$ cat src/rtl/pri_arb_4_ctrl.sv
// Four-requester arbiter for one shared resource: fixed-priority or round-robin selection,
// registered one-hot grant held until the owner releases or its hold limit expires.
module pri_arb_4_ctrl #(
  parameter int MAX_HOLD = 8,
  parameter int HOLD_W   = 4
) (
  input  logic       clk,
  input  logic       rst_n,
  input  logic [3:0] req,
  input  logic       mode,
  output logic [3:0] gnt,
  output logic [1:0] gnt_id,
  output logic       busy
);

  typedef enum logic {IDLE, GRANT} state_t;

  localparam bit               HAS_LIMIT = (MAX_HOLD != 0);
  localparam logic [HOLD_W-1:0] HOLD_LAST = HOLD_W'((MAX_HOLD == 0) ? 0 : MAX_HOLD - 1);

  state_t            state_q, state_d;
  logic [3:0]        gnt_q, gnt_d;
  logic [1:0]        gnt_id_q, gnt_id_d;
  logic              busy_q, busy_d;
  logic [HOLD_W-1:0] hold_cnt_q, hold_cnt_d;
  logic [1:0]        rr_last_q, rr_last_d;

  logic [3:0] cand;
  logic [1:0] win;
  logic       rel;

  function automatic logic [1:0] fixed_pick(input logic [3:0] r);
    logic [1:0] pick;
    if (r[3])      pick = 2'd3;
    else if (r[2]) pick = 2'd2;
    else if (r[1]) pick = 2'd1;
    else           pick = 2'd0;
    return pick;
  endfunction

  // Searches last+1, last+2, last+3, last (mod 4); the first requester found wins.
  function automatic logic [1:0] rr_pick(input logic [3:0] r, input logic [1:0] last);
    logic [1:0] pick;
    logic [1:0] idx;
    logic       found;
    pick  = last;
    found = 1'b0;
    for (int k = 1; k <= 4; k++) begin
      idx = last + 2'(k);
      if (!found && r[idx]) begin
        pick  = idx;
        found = 1'b1;
      end
    end
    return pick;
  endfunction

  always_comb begin
    state_d    = state_q;
    gnt_d      = gnt_q;
    gnt_id_d   = gnt_id_q;
    busy_d     = busy_q;
    hold_cnt_d = hold_cnt_q;
    rr_last_d  = rr_last_q;

    // In GRANT the current owner is excluded from the candidate set.
    cand = (state_q == IDLE) ? req : (req & ~gnt_q);
    win  = mode ? rr_pick(cand, rr_last_q) : fixed_pick(cand);
    rel  = ~req[gnt_id_q] | (HAS_LIMIT & (hold_cnt_q == HOLD_LAST));

    unique case (state_q)
      IDLE: begin
        if (|req) begin
          state_d    = GRANT;
          gnt_d      = 4'b0001 << win;
          gnt_id_d   = win;
          busy_d     = 1'b1;
          hold_cnt_d = '0;
          rr_last_d  = win;
        end
      end
      GRANT: begin
        if (hold_cnt_q != '1) hold_cnt_d = hold_cnt_q + 1'b1;
        if (rel) begin
          if (|cand) begin
            gnt_d      = 4'b0001 << win;
            gnt_id_d   = win;
            hold_cnt_d = '0;
            rr_last_d  = win;
          end else if (req[gnt_id_q]) begin
            // Hold limit expired with nobody else waiting: re-grant the same owner.
            hold_cnt_d = '0;
            rr_last_d  = gnt_id_q;
          end else begin
            state_d    = IDLE;
            gnt_d      = 4'b0000;
            busy_d     = 1'b0;
            hold_cnt_d = '0;
          end
        end
      end
      default: state_d = IDLE;
    endcase
  end

  always_ff @(posedge clk or negedge rst_n) begin
    if (!rst_n) begin
      state_q    <= IDLE;
      gnt_q      <= 4'b0000;
      gnt_id_q   <= 2'd0;
      busy_q     <= 1'b0;
      hold_cnt_q <= '0;
      rr_last_q  <= 2'd3;
    end else begin
      state_q    <= state_d;
      gnt_q      <= gnt_d;
      gnt_id_q   <= gnt_id_d;
      busy_q     <= busy_d;
      hold_cnt_q <= hold_cnt_d;
      rr_last_q  <= rr_last_d;
    end
  end

  assign gnt    = gnt_q;
  assign gnt_id = gnt_id_q;
  assign busy   = busy_q;

endmodule
$ cat config.mk
export PLATFORM = sky130hd
export DESIGN_NAME = pri_arb_4_ctrl
export DESIGN_NICKNAME = d
export VERILOG_FILES = /design/src/rtl/pri_arb_4_ctrl.sv
export SDC_FILE = /design/constraint.sdc
export NUM_CORES = 1
export LEC_CHECK = 0
export ABC_AREA = 0
export ABC_CLOCK_PERIOD_IN_PS = 1700
export BUFFER_PORTS_ARGS = -buffer_cell sky130_fd_sc_hd__buf_2
export CORE_UTILIZATION = 26
export CTS_BUF_LIST = sky130_fd_sc_hd__clkbuf_8
export CTS_CLUSTER_SIZE = 10
export DETAILED_ROUTE_END_ITERATION = 6
export SYNTH_ARGS = -nofsm -noshare
export SYNTH_HDL_FRONTEND = slang
export SYNTH_SLANG_ARGS = --single-unit
$ cat constraint.sdc
create_clock -name clk -period 1.7 [get_ports clk]
set_input_delay 0.255 -clock clk [delete_from_list [all_inputs] [get_ports clk]]
set_output_delay 0.255 -clock clk [all_outputs]
set_load 0.02 [all_outputs]
==> results of run 1 <==
sequential cells by signal (all words and copies together) (netlist names):
signal	count
gnt	4
hold_cnt_q	4
gnt_id	2
rr_last_q	2
busy	1
state_q	1
critical path, stage by stage (launching register included):
cell      delay (ps)
dfrtp_2          370
mux4_2           560
and3_4           220
a311oi_4         250
o21ai_1          120
o22a_1           170
cell type report:
class	instances	area, um2
clock buffers	3	41.3
clock inverters	1	3.75
fillers	367	2060
inverters	5	18.8
multi-input cells	83	679
flip-flops and latches	14	357
well taps	46	57.6
repair buffers	38	255
routing by layer:
metal,up-vias,global-route usage [%],routed length [um]
li1,479,-,-
met1,479,18.8,1230
met2,20,26.1,1450
met3,2,1.99,76
met4,0,5.97,11
met5,-,0,0
Yosys cell counts, types with 3 or more instances:
cell type / count / area share (%)
a21oi_1: 5 / 2.6
nor2_1: 9 / 3.5
o21ai_0: 5 / 2.6
o31ai_1: 4 / 3.1
and2_1: 3 / 1.9
dfrtp_1: 12 / 31
a21o_1: 3 / 2.3
nor2b_1: 3 / 1.9
inv_1: 5 / 1.9
nand2_1: 8 / 3.1
nand3_1: 5 / 2.6
kinds of logic after synthesis:
family / after synthesis
buf+inv: 7
fa+ha+maj: 2
simple gates: 38
flops: 14
mux: 3
compound gates: 40
where the power goes:
group / switching [mW] / total [mW] / internal, mW
Sequential: 0.154 / 0.644 / 0.490
Combinational: 0.762 / 1.50 / 0.741
Clock: 0.121 / 0.280 / 0.160
Total: 1.04 / 2.43 / 1.39
per-stage QoR:
step           area [um2]  TNS, ps
4_1_cts              1350     -239
2_1_floorplan        1000     -131
3_5_place_dp         1280     -198
6_report             1410     -154
3_3_place_gp         1280    -43.3
5_1_grt              1410     -604
how the worst max path moves through the flow:
stage | from | endpoint | cells past startpoint
6_report | gnt_id[1]$_DFFE_PN0P_ | rr_last_q[0]$_DFFE_PN1P_ | 5
5_1_grt | gnt_id[1]$_DFFE_PN0P_ | rr_last_q[0]$_DFFE_PN1P_ | 5
4_1_cts | state_q$_DFF_PN0_ | gnt[1]$_DFFE_PN0P_ | 5
3_5_place_dp | gnt_id[1]$_DFFE_PN0P_ | rr_last_q[0]$_DFFE_PN1P_ | 5
3_3_place_gp | req[1] | rr_last_q[0]$_DFFE_PN1P_ | 6
2_1_floorplan | gnt_id[1]$_DFFE_PN0P_ | gnt_id[1]$_DFFE_PN0P_ | 5
what timing repair did:
item | 4_1_cts | 5_1_grt
hold buffers | 1 | 0
gates resized for setup | 1 | 14
hold endpoints to repair | 12 | 0
endpoints found under the setup margin | 8 | 8
setup buffers | 2 | 0
pin swaps | 1 | 6
==> impl_results.md, run 1 <==
* DR WL/cell at 14.6 um
* Fin cells at 190
* Startpoint Class: flop
* Slew HR at 75.8%
* Iter 0 DRT Violations at 52
* YS warnings at 0
* Final HPWL DP at 2090 um
* CP required at 1880 ps
* Core footprint at 3470 um2
* P per Cell Area at 1720 nW/um2
* Synth Area in Simple Gates at 20.4%
* Reg-to-reg startpoint: gnt_id[1]$_DFFE_PN0P_
* Vias at 980
* Synth Flop Type: dfrtp_1
* VDD IR-drop max at 0.572 mV
* Vias in the first global route at 963
* Sink Count at 14
* Total CTS buffers at 3
* Clock slew at reported path FFs at 60 ps
* Worst Skew at 3.00 ps
* Placed cells at 183
* RD Place Congestion at 0.797
* Failing checks: setup timing
* Dpl ws at -60.6 ps
* Largest family of logic cells by synthesized area: compound AO/OA/AOI/OAI gates
* Post-synth net total at 112
* Total wire length at 2770 um
* Vias per inst at 5.16
* Synth Area in XOR/XNOR at 0%
* EDFF count, synth at 0
* Tightest Pin Transition at 360 ps
* Final hold violations at 0
* Highest clock rate at 567 MHz
* Final max-slew violation count at 0
* Initial antenna violation count at 0
* Initial core utilization at 28.2%
* CTS tree: built
* Worst hold path class: input port to async pin
* Area grow syn2layout at 44.6%
* GRT overflow at 0
* Cell area after synthesis at 977 um2
* Yosys cell types at 45
* Ports at 14
* Minimum clock period at 1760 ps
* Setup slack after layout at -63.5 ps
* Compound-Gate Fraction of Synth Area at 33.5%
* Final net count at 153
* H-tree lvl count at 1
* Ant diodes at 0
* Die Area at 4010 um2
* Pin count of the biggest net entering global routing at 15
* Overall power at 2.43 mW
* Commonest non-fill, non-tap cell in the layout: buf_4
* Post-synthesis sequential area ratio at 36.1%
* Critical path fanouts, max at 4
* Multiplexer share of the synthesized area at 4.48%
* Worst hold margin at 433 ps
* Worst r2r dst: rr_last_q[0]$_DFFE_PN1P_
* Worst Setup End Kind: flop
* FF-to-FF path depth at 5
* Post-synthesis instance total at 104
* Row cnt at 21
* Residual DRC at 0
* Antenna-violating nets left at 0
* Utilization after layout at 40.7%
* Status: finished with violations
* Most frequent cells in the layout: 24 x buf_4, 13 x buf_2, 9 x dfrtp_1
* Die X at 63.3 um
* Post-Synth Adder-Cell Area at 2.43%
* CTS Buffer Depth at 2
* Reg2Reg Setup Slack at -60 ps
* WS Path Type: flop to flop
* Worst-Skew Late Latency at 250 ps
* Port-buffer cells at 13
* Unrepaired setup endpoints after global routing: yes
* Root Buffer: clkbuf_8
* All-Layer GR Usage at 15.1%
* Share of cells above drive strength 1 at 51.4%
* Ys async rst share at 100%
* P_leak at 0.614 nW
* First-pass GRT wire length at 4670 um
* Final period util at 104%
* Setup violations, final at 5
* Die Ht at 63.3 um
* Maxcap violations at 0
* Yosys reg bits at 14
* Synth Area per Inst at 9.40 um2
* 1st-pass router iterations at 4
* Critical path arrival at 1940 ps
(Power assumes the default switching activity.)
==> inputs of run 2 (changes only) <==
--- a/config.mk
+++ b/config.mk
@@ -12,6 +12,7 @@
 export CTS_BUF_LIST = sky130_fd_sc_hd__clkbuf_8
 export CTS_CLUSTER_SIZE = 10
 export DETAILED_ROUTE_END_ITERATION = 6
+export SKIP_CTS_REPAIR_TIMING = 1
 export SYNTH_ARGS = -nofsm -noshare
 export SYNTH_HDL_FRONTEND = slang
 export SYNTH_SLANG_ARGS = --single-unit
==> run 2 against run 1 <==
Compared with the run above:
- the run still ends with setup timing left
- clock-buffer cell count unchanged
- flip-flop and latch count unchanged
- setup slack got worse by 1.4 ps
- critical path type unchanged
- largest cell class unchanged
- largest power group unchanged
==> impl_results.md, run 2 (same netlist as run 1, synthesis figures left out) <==
* DP Area at 1280 um2
* Final net count at 152
* M3 GR Usage at 1.99%
* Antenna-violating nets left at 0
* Minimum clock period at 1760 ps
* Utilization after layout at 40.2%
* Setup TNS at -191 ps
* Failing checks: setup timing
* Final hold violations at 0
* Setup violations, final at 6
* Setup slack after layout at -64.9 ps
* Share of cells above drive strength 1 at 49.0%
* Initial core utilization at 28.2%
* Overall power at 2.39 mW
* Critical path arrival at 1940 ps
* Total wire length at 2700 um
* First-pass GRT wire length at 4600 um
* Sink Count at 14
* Worst Setup End Kind: flop
* Worst Skew at 3.17 ps
* Fin cells at 189
* Total CTS buffers at 3
* Tightest Pin Transition at 352 ps
* Vias in the first global route at 938
* Area grow syn2layout at 42.8%
* Core footprint at 3470 um2
* Status: finished with violations
* GRT overflow at 0
* Most frequent cells in the layout: 23 x buf_4, 13 x buf_2, 9 x dfrtp_1
* Filler cells at 368
* Worst hold margin at 431 ps
* DR WL/cell at 14.3 um
* 1st-pass router iterations at 4
* Delay of the slowest critical-path stage at 560 ps
* Startpoint Class: flop
* CTS tree: built
* H-tree lvl count at 1
* CTS Buffer Depth at 2
* Row cnt at 21
* Vias per inst at 5.12
* Ant diodes at 0
* Final max-slew violation count at 0
* WS Path Type: flop to flop
* Port-buffer cells at 13
* Die Area at 4010 um2
* P_leak at 0.606 nW
* Maxcap violations at 0
* Commonest non-fill, non-tap cell in the layout: buf_4
* CP required at 1880 ps
* FF+latch area at 357 um2
* Pin count of the biggest net entering global routing at 15
* RD Place Congestion at 0.797
* Highest clock rate at 567 MHz
* Critical Path Slowest Stage Cell: mux4_2
* Final period util at 104%
* Iter 0 DRT Violations at 86
* Final HPWL DP at 2090 um
* Initial antenna violation count at 0
* Most used routing layer: met2
* CP Cell Sequence: mux4_2, and3_4, a311oi_4, o21ai_1, o22a_1
* Dpl ws at -60.6 ps
* Root Buffer: clkbuf_8
* Worst hold path class: input port to async pin
* Residual DRC at 0
* Multi-input gate area at 669 um2
* Ports at 14
* Cell area after layout at 1400 um2
* Die X at 63.3 um
* All-Layer GR Usage at 14.9%
* Die Ht at 63.3 um
* Clock slew at reported path FFs at 60 ps
* Worst-Skew Late Latency at 250 ps
* Vias at 967
* VDD IR-drop max at 0.571 mV
* Met2 usage at 25.5%
* Met1 track demand over resource at 18.6%
* Unrepaired setup endpoints after global routing: yes
* Placed cells at 183
* P per Cell Area at 1710 nW/um2
* Critical path fanouts, max at 4
* Slew HR at 76.3%
==> run 2: cell count changes in the layout (fill, tap and decap cells not counted) <==
cell and delta:
o31ai_1 +1, o21ai_1 +1, buf_4 -1, o21ai_2 -1, and2_1 +1, and2_2 -1
o31ai_2 -1
==> run 2: power breakdown <==
group | internal (mW) | total (mW) | switching, mW
registers | 0.490 | 0.643 | 0.153
clock network | 0.160 | 0.280 | 0.120
logic | 0.723 | 1.47 | 0.746
total | 1.37 | 2.39 | 1.02
==> run 2: final cells by class <==
cell class | instances | area share, %
Sequential cell | 14 | 25.6
Multi-Input combinational cell | 83 | 48.0
Tap cell | 46 | 4.13
Inverter | 5 | 1.35
Clock buffer | 3 | 2.96
Timing Repair Buffer | 37 | 17.8
Clock inverter | 1 | 0.269
==> run 2: final timing paths <==
path                       slack (ps)                        end                   from  cells past startpoint
min in group clk                  510           busy$_DFFE_PN0P_       busy$_DFFE_PN0P_                      2
min                               430  hold_cnt_q[3]$_DFFE_PN0P_                  rst_n                      2
min reg2reg                       510           busy$_DFFE_PN0P_       busy$_DFFE_PN0P_                      2
max                               -60   rr_last_q[0]$_DFFE_PN1P_  gnt_id[1]$_DFFE_PN0P_                      5
max in group asynchronous         970   rr_last_q[1]$_DFFE_PN1P_                  rst_n                      2
max reg2reg                       -60   rr_last_q[0]$_DFFE_PN1P_  gnt_id[1]$_DFFE_PN0P_                      5
==> run 2: critical path, delay by kind of cell, from the launching register on <==
| family | cells | cell delay [ps] |
|---|---|---|
| compound gates | 3 | 550 |
| simple gates | 1 | 210 |
| mux | 1 | 560 |
| flops | 1 | 370 |
==> run 2: metal layers <==
metal,part of all wire [%],wire length (um)
met1,46,1240
met2,51,1380
met3,2.5,67
met4,0.41,11
met5,0,0
